File: src/rtl/descramble_ctrl_pkg.sv
// Shared RX constants and the descrambler sequencer state type.
// Also imported by the signal/header decoder.
package descramble_ctrl_pkg;

    localparam int SEED_BITS    = 7;
    localparam int SERVICE_BITS = 16;
    localparam int DISCARD_BITS = SERVICE_BITS - SEED_BITS;

    typedef enum logic [2:0] {
        ST_IDLE,
        ST_RST,
        ST_SEED,
        ST_SERVICE,
        ST_DATA,
        ST_DRAIN
    } rx_state_t;

endpackage

File: src/rtl/descramble_ctrl_lsb_byte_packer.sv
// Collects descrambled bits LSB-first and emits a one-cycle strobe
// on the cycle after the eighth bit lands.
module lsb_byte_packer (
    input  logic       clock,
    input  logic       reset,
    input  logic       clear,
    input  logic       bit_valid,
    input  logic       bit_in,
    output logic       byte_complete,
    output logic [7:0] byte_out,
    output logic       byte_strobe
);

    logic [7:0] shreg;
    logic [2:0] bit_cnt;

    assign byte_complete = bit_valid && (bit_cnt == 3'd7);

    always_ff @(posedge clock) begin
        if (reset || clear) begin
            shreg       <= '0;
            bit_cnt     <= '0;
            byte_out    <= '0;
            byte_strobe <= 1'b0;
        end else begin
            byte_strobe <= byte_complete;
            if (bit_valid) begin
                shreg   <= {bit_in, shreg[7:1]};
                bit_cnt <= bit_cnt + 3'd1;
                if (bit_cnt == 3'd7)
                    byte_out <= {bit_in, shreg[7:1]};
            end
        end
    end

endmodule

File: src/rtl/descramble_ctrl.sv
// Per-PPDU sequencer wrapped around the bit-serial descrambler: resets it,
// feeds it the seed, drops SERVICE bits and packs PSDU bits into bytes.
module descramble_ctrl
    import descramble_ctrl_pkg::*;
#(
    parameter int LEN_W = 16
) (
    input  logic             clock,
    input  logic             reset,
    input  logic             enable,
    input  logic             pkt_start,
    input  logic [LEN_W-1:0] psdu_len,
    input  logic             in_bit,
    input  logic             input_strobe,
    output logic             desc_reset,
    output logic             desc_enable,
    output logic             desc_in_bit,
    output logic             desc_input_strobe,
    input  logic             desc_out_bit,
    input  logic             desc_output_strobe,
    output logic [7:0]       byte_out,
    output logic             byte_out_strobe,
    output logic [LEN_W-1:0] byte_count,
    output logic             pkt_done,
    output logic             busy
);

    rx_state_t        state;
    logic [LEN_W-1:0] len_q;
    logic [4:0]       phase_cnt;
    logic             active;
    logic             data_valid;
    logic             byte_complete;

    assign active            = (state == ST_SEED) || (state == ST_SERVICE) || (state == ST_DATA);
    assign desc_reset        = reset || (state == ST_RST);
    assign desc_enable       = active && enable;
    assign desc_in_bit       = active && in_bit;
    assign desc_input_strobe = active && enable && input_strobe;
    assign busy              = (state != ST_IDLE) && (state != ST_DRAIN);

    // Once the last byte has been counted, stray bits still in flight are ignored.
    assign data_valid = (state == ST_DATA) && enable && desc_output_strobe
                        && (byte_count != len_q);

    lsb_byte_packer u_packer (
        .clock         (clock),
        .reset         (reset),
        .clear         (pkt_start),
        .bit_valid     (data_valid),
        .bit_in        (desc_out_bit),
        .byte_complete (byte_complete),
        .byte_out      (byte_out),
        .byte_strobe   (byte_out_strobe)
    );

    always_ff @(posedge clock) begin
        if (reset) begin
            state      <= ST_IDLE;
            len_q      <= '0;
            phase_cnt  <= '0;
            byte_count <= '0;
            pkt_done   <= 1'b0;
        end else if (pkt_start) begin
            state      <= ST_RST;
            len_q      <= psdu_len;
            phase_cnt  <= '0;
            byte_count <= '0;
            pkt_done   <= 1'b0;
        end else begin
            pkt_done <= 1'b0;
            if (enable) begin
                case (state)
                    ST_RST: begin
                        state     <= ST_SEED;
                        phase_cnt <= '0;
                    end
                    ST_SEED: begin
                        if (input_strobe) begin
                            if (phase_cnt == 5'(SEED_BITS - 1)) begin
                                state     <= ST_SERVICE;
                                phase_cnt <= '0;
                            end else begin
                                phase_cnt <= phase_cnt + 5'd1;
                            end
                        end
                    end
                    // The seed never produces output, so these are the remaining SERVICE bits.
                    ST_SERVICE: begin
                        if (desc_output_strobe) begin
                            if (phase_cnt == 5'(DISCARD_BITS - 1)) begin
                                phase_cnt <= '0;
                                if (len_q == '0) begin
                                    pkt_done <= 1'b1;
                                    state    <= ST_DRAIN;
                                end else begin
                                    state <= ST_DATA;
                                end
                            end else begin
                                phase_cnt <= phase_cnt + 5'd1;
                            end
                        end
                    end
                    ST_DATA: begin
                        if (byte_complete && (byte_count != '1))
                            byte_count <= byte_count + 1'b1;
                        if (byte_count == len_q) begin
                            pkt_done <= 1'b1;
                            state    <= ST_DRAIN;
                        end
                    end
                    default: ;
                endcase
            end
        end
    end

endmodule

File: config.mk
export PLATFORM = sky130hd
export DESIGN_NAME = descramble_ctrl
export DESIGN_NICKNAME = d
export VERILOG_FILES = /design/src/rtl/descramble_ctrl_pkg.sv /design/src/rtl/descramble_ctrl_lsb_byte_packer.sv /design/src/rtl/descramble_ctrl.sv
export SDC_FILE = /design/constraint.sdc
export NUM_CORES = 1
export LEC_CHECK = 0
export CAP_MARGIN = 15
export CORE_ASPECT_RATIO = 1.25
export CORE_MARGIN = 2
export CORE_UTILIZATION = 35
export CTS_CLUSTER_SIZE = 30
export DETAILED_ROUTE_END_ITERATION = 8
export HOLD_SLACK_MARGIN = 0.03
export PLACE_DENSITY = 0.68
export SYNTH_ARGS = -nofsm -noshare
export SYNTH_HDL_FRONTEND = slang
export SYNTH_HIERARCHICAL = 1
export SYNTH_SLANG_ARGS = --single-unit
File: constraint.sdc
create_clock -name clock -period 4.13 [get_ports clock]
set_input_delay 1.239 -clock clock [delete_from_list [all_inputs] [get_ports clock]]
set_output_delay 1.239 -clock clock [all_outputs]
set_load 0.02 [all_outputs]
==> results.md, run 1 <==
* Status: finished, final reports clean
* Vias in the first global route at 2432
* IO Port Bufs at 54
* Global-route wire length before repair at 11300 µm
* Delay of the slowest cell on the worst path at 0.59 ns
* Ratio of total power to cell area at 326 nW/µm²
* Syn_nets at 360
* Min Clock Period, post-route at 3.82 ns
* Crit Path Category: input port to output pin
* Area grow syn2layout at 25.3%
* Critical path arrival at 2.59 ns
* Most frequent cell after synthesis: dfxtp_1
* Hold Startpoint: u_packer/shreg[1]$_SDFFE_PP0P_
* Initial antenna violation count at 0
* Slowest CP cell: clkdlybuf4s50_1
* Crit-path cells: clkdlybuf4s50_1 -> nor2b_1 -> and2_1 -> clkdlybuf4s50_1
* Cell count after synthesis at 330
* CORE AREA at 8290 µm²
* RR Startpoint: byte_count[6]$_SDFFE_PP0P_
* Post-Syn Area at 3000 µm²
* Die Y at 107 µm
* Final Cycle Share at 92.6%
* Drt first pass iters at 4
* Final Skew at 0.0125 ns
* Synth area leader: dfxtp_1
* Cell variety after synth at 47
* CTS tree: done
* DP HPWL at 4880 µm
* Largest net degree at the start of global routing at 27
* Crit-path max FO at 2
* Top cell type's share of synthesized area at 40.1%
* Drt drc at 0
* Filler cell count at 793
* Final Hold Viols at 0
* Starting density of the core at 36.2%
* Post_cts resized at 0
* IO Count at 55
* Hold buffers post-CTS at 0
* Grt ovf at 0
* GRT Overall Usage at 15.4%
* Vias per cell at 5.15
* Layout cells sized above 1 at 8.29%
* Sequential fraction of the synthesis area at 40.1%
* # Post-CTS Setup Buffers at 0
* Clk buf depth at 2
* Asr flop ratio synth at 0%
* Final setup viols at 0
* Commonest cells in the netlist: dfxtp_1, nor2_1, mux2i_1, xor2_1
* Vias at 2489
* Fin. max-slew vios at 0
* Number of max-cap violations at 0
* Setup_tns at 0 ns
* Die area at 9320 µm²
* Yosys warnings at 6
* Ant diodes at 0
* Critical Path Start: enable
* Clk_lat worst skew at 0.35 ns
* Num rows at 37
* Static Leak at 1.39 nW
* Syn Area/Cell at 9.08 µm²
* Worst Path Buf+Inv at 2
* Critical Path Start Type: input port
* Largest cells by area after synthesis: dfxtp_1, mux2i_1, nor2_1
* DR iter-0 viols at 139
* Upper clock frequency limit at 261 MHz
* Register bit total from synthesis at 60
* Max-slew headroom at 43.8%
* Nets at 411
* Critical path required time at 2.89 ns
* Most frequent CP cell: clkdlybuf4s50_1
* RSZ-0062 raised after global routing: no
* Worst vdd ir at 0.152 mV
* H-tree depth at 3
* Clk pin slew, worst setup/hold paths at 0.07 ns
* Worst-margin pin slew at 0.836 ns
* CP Capture Type: output pin
* Remaining antenna violation count after routing at 0
* Finished Layout Cells at 483
* Top FF cell, synth: dfxtp_1
* HP Class: flip-flop to flip-flop
* Detailed Route WL at 6730 µm
* Clock root cell: clkbuf_8
* Routed WL per cell at 13.9 µm
* Clock Sinks at 60
* Post-synth EDFFs at 0
* Crit-path leading delay family: buffers and inverters
* Gpl congestion at 0.835
* Cells after DPL at 467
* Die width at 86.8 µm
* CTS buffer count at 9
## placed cells by master, fill, tap and decap left out, types with 7 or more instances in the layout
cell             instances
dfxtp_1                 60
nand4_1                  9
clkdlybuf4s50_1         54
clkbuf_8                 9
nor3_1                  10
a21oi_1                 13
a21bo_2                  7
xnor2_1                 16
nand3_1                 16
nor4_1                  10
nand2_1                 14
o21ai_0                  8
mux2i_1                 26
nor2_1                  52
xor2_1                  18
## through the flow
step | instance area (µm²) | setup WS (ns) | utilization [%] | hold WS (ns) | power [mW]
finish | 3760 | 0.305 | 45.3 | 0.487 | 1.23
global route | 3760 | 0.245 | 45.3 | 0.498 | 1.28
CTS | 3760 | 0.287 | 45.3 | 0.485 | 1.24
detailed placement | 3560 | 0.294 | 42.9 | 0.471 | 0.712
global placement | 3560 | 0.286 | 42.9 | 0.471 | 0.710
floorplan | 3000 | 1.00 | - | 0.454 | 0.671
## logic make-up after synthesis
logic type                 count (synthesis)  share of synthesized area (%)
muxes                                     26                           8.68
DFF                                       60                           40.1
adders and majority gates                  6                           2.51
buffers and inverters                     24                           5.14
and+or+nand+nor                          143                           25.4
AOI/OAI and AO/OA                         37                           8.23
xor gates and xnor gates                  34                           9.94
## worst register-to-register path, cell delays in order (launching register included)
cell     delay, ns
dfxtp_1       0.50
xor2_1        0.11
nor4_1        0.33
nand4_1       0.23
and4_1        0.27
nand2_1       0.07
inv_1         0.05
and2_1        0.20
nand4_1       0.22
nor3_1        0.11
xnor2_1       0.19
nor2_1        0.05
## sequential cells by signal, summed over array words and instances (netlist names)
name / cells
byte_count: 16
u_packer/byte_strobe: 1
u_packer/bit_cnt: 3
len_q: 16
state: 3
u_packer/shreg: 7
u_packer/byte_out: 8
phase_cnt: 5
pkt_done: 1
## power breakdown
part,internal [mW],total [mW],switching [mW],leakage (nW)
logic,0.0503,0.0950,0.0447,0.812
clock network,0.280,0.526,0.246,0.0918
registers,0.589,0.604,0.0144,0.487
## final timing paths
| kind | to | slack (ns) | cells past startpoint |
|---|---|---|---|
| worst min-delay path | u_packer/byte_out[0]$_SDFFE_PP0P_ | 0.49 | 2 |
| worst min register to register | u_packer/byte_out[0]$_SDFFE_PP0P_ | 0.49 | 2 |
| worst max-delay path | desc_input_strobe | 0.31 | 4 |
| worst max register to register | byte_count[11]$_SDFFE_PP0P_ | 1.68 | 11 |
## area by class of cell
cell class / count / area (µm²) / share of cell area [%]
inverter: 6 / 22.5 / 0.600
sequential: 60 / 1200 / 32.0
timing repair buffer: 58 / 571 / 15.2
clock inverter: 7 / 75.1 / 2.00
clock buffer: 9 / 124 / 3.30
multi-input combinational: 246 / 1640 / 43.7
tap: 97 / 121 / 3.23
## layer usage
layer  part of all wire (%)  track usage [%]  vias to the layer above
met5                      0                0                        -
met1                     44             18.3                     1159
li1                       -                -                     1248
met2                     49             25.3                       70
met4                    1.7             8.04                        0
met3                    5.3             3.99                       12
Note: power is estimated with default switching activity, not from simulation.
==> run 2: changes to the inputs <==
Settings changed: TNS_END_PERCENT set to 30.
==> results of run 2 <==
Same layout as run 1: the final DEF is identical, and so are final timing and power.
==> run 3: changes to the inputs <==
Settings changed: CTS_CLUSTER_DIAMETER set to 30, PLACE_DENSITY 0.68 to 0.53.
==> results.md, run 3 (same netlist as run 1, synthesis figures left out) <==
* Num rows at 37 (unchanged)
* Static Leak at 1.38 nW (-0.78%)
* Slowest CP cell: clkdlybuf4s50_1
* Crit-path leading delay family: buffers and inverters
* Layout cells sized above 1 at 8.05% (-0.24 points)
* Vias per cell at 5.02 (-2.5%)
* Most common cell after layout, fill and taps aside: dfxtp_1
* WL met2 at 3280 µm (-0.91%)
* Area grow syn2layout at 24.3%
* Biggest regs: byte_count (16), len_q (16), u_packer/byte_out (8)
* Vias in the first global route at 2309 (-5.1%)
* Most frequent cells in the layout: dfxtp_1, clkdlybuf4s50_1, nor2_1
* Clk buf depth at 2 (unchanged)
* Final setup viols at 0 (unchanged)
* DP HPWL at 4910 µm (+0.60%)
* Nets at 411 (unchanged)
* Worst-margin pin slew at 0.861 ns (+0.0250 ns)
* Uppermost layer routed: met4
* # Post-CTS Setup Buffers at 0 (unchanged)
* Detailed Route WL at 6740 µm (+0.18%)
* Starting density of the core at 36.2% (unchanged)
* Crit-path cells: clkdlybuf4s50_1 -> nor2b_1 -> and2_1 -> clkdlybuf4s50_1
* Routed WL per cell at 14.0 µm (+0.39%)
* DRT met1 WL at 3120 µm (+6.2%)
* Status: finished, final reports clean
* Clock root cell: clkbuf_8
* Clk_lat worst skew at 0.34 ns (about the same)
* Hold buffers post-CTS at 0 (unchanged)
* Worst vdd ir at 0.183 mV (+20%)
* Worst Path Buf+Inv at 2 (unchanged)
* Critical path required time at 2.89 ns (about the same)
* Critical path arrival at 2.60 ns (about the same)
* Vias at 2422 (-2.7%)
* Final Skew at 0.00955 ns (-0.00294 ns)
* Initial antenna violation count at 0 (unchanged)
* Most frequent CP cell: clkdlybuf4s50_1
* Placement Setup Slack at 0.276 ns (-0.0183 ns)
* CTS tree: done
* CTS buffer count at 9 (unchanged)
* DR WL met3 at 257 µm (-28%)
* Post_cts resized at 0 (unchanged)
* Crit-path max FO at 2 (unchanged)
* Min Clock Period, post-route at 3.84 ns (+0.0144 ns)
* Delay of the slowest cell on the worst path at 0.60 ns (about the same)
* Die area at 9320 µm² (unchanged)
* Clk pin slew, worst setup/hold paths at 0.07 ns (about the same)
* Worst setup margin at 0.291 ns (-0.0144 ns)
* H-tree depth at 3 (unchanged)
* IO Count at 55 (unchanged)
* CORE AREA at 8290 µm² (unchanged)
* Max-slew headroom at 42.1% (-1.7 points)
* Ratio of total power to cell area at 310 nW/µm² (-5.1%)
* Upper clock frequency limit at 260 MHz (-0.38%)
* IO Port Bufs at 54 (unchanged)
* Die width at 86.8 µm (unchanged)
* RSZ-0062 raised after global routing: no
* Drt first pass iters at 4 (unchanged)
* Ant diodes at 0 (unchanged)
* Clock Sinks at 60 (unchanged)
* Grt ovf at 0 (unchanged)
* Final Hold Viols at 0 (unchanged)
* Critical Path Start Type: input port
* DR iter-0 viols at 51 (-63%)
* Remaining antenna violation count after routing at 0 (unchanged)
* Global-route wire length before repair at 11300 µm (-0.55%)
* GRT Overall Usage at 15.5% (+0.099 points)
* Final Cycle Share at 93.0% (+0.35 points)
* Setup_tns at 0 ns (unchanged)
* Largest net degree at the start of global routing at 27 (unchanged)
* Drt drc at 0 (unchanged)
* Gpl congestion at 0.746 (-11%)
* HP Class: flip-flop to flip-flop
* Number of max-cap violations at 0 (unchanged)
* CP Capture Type: output pin
* Fin. max-slew vios at 0 (unchanged)
* Crit Path Category: input port to output pin
* Die Y at 107 µm (unchanged)
-- run 3: layout make-up --
type	count	area (µm²)
Clock buffer	9	124
Clock inverter	6	42.5
Fill cell	841	4560
Inverter	6	22.5
Multi-Input combinational cell	246	1640
Sequential cell	60	1200
Tap cell	97	121
Timing Repair Buffer	58	571
-- run 3: per-stage QoR --
step	cell area [µm²]	hold WS [ns]	utilization, %	total power, mW	instances
4_1_cts	3720	0.492	44.9	1.17	482
3_5_place_dp	3560	0.481	42.9	0.713	467
6_report	3720	0.484	44.9	1.15	482
3_3_place_gp	3560	0.478	42.9	0.713	467
5_1_grt	3720	0.517	44.9	1.21	482
2_1_floorplan	3000	0.454	-	0.671	330
-- run 3: worst paths after layout --
check | from | to | slack, ns | depth (start not counted)
setup / recovery | enable | desc_input_strobe | 0.29 | 4
hold / removal | u_packer/shreg[1]$_SDFFE_PP0P_ | u_packer/byte_out[0]$_SDFFE_PP0P_ | 0.48 | 2
setup reg to reg | state[0]$_SDFFE_PP0P_ | byte_count[15]$_SDFFE_PP0P_ | 1.69 | 9
hold reg to reg | u_packer/shreg[1]$_SDFFE_PP0P_ | u_packer/byte_out[0]$_SDFFE_PP0P_ | 0.48 | 2
-- run 3: report_power, final --
part / total [mW] / switching [mW] / internal, mW / leakage (nW)
logic: 0.0938 / 0.0435 / 0.0503 / 0.812
registers: 0.604 / 0.0147 / 0.589 / 0.487
clock network: 0.455 / 0.241 / 0.214 / 0.0811
-- run 3: metal layers --
metal  up-vias  GRT usage (%)
met3         5           4.83
li1       1244              -
met2        41           24.9
met4         0           5.92
met5         -              0
met1      1132           19.3
-- run 3: worst reg2reg max path, stage by stage, from the launching register on --
cell	delay, ns
dfxtp_1	0.45
nor3b_4	0.43
and4_1	0.27
nand2_1	0.07
inv_1	0.07
and2_1	0.21
nand4_1	0.27
nor4_1	0.35
xnor2_1	0.16
nor2_1	0.05
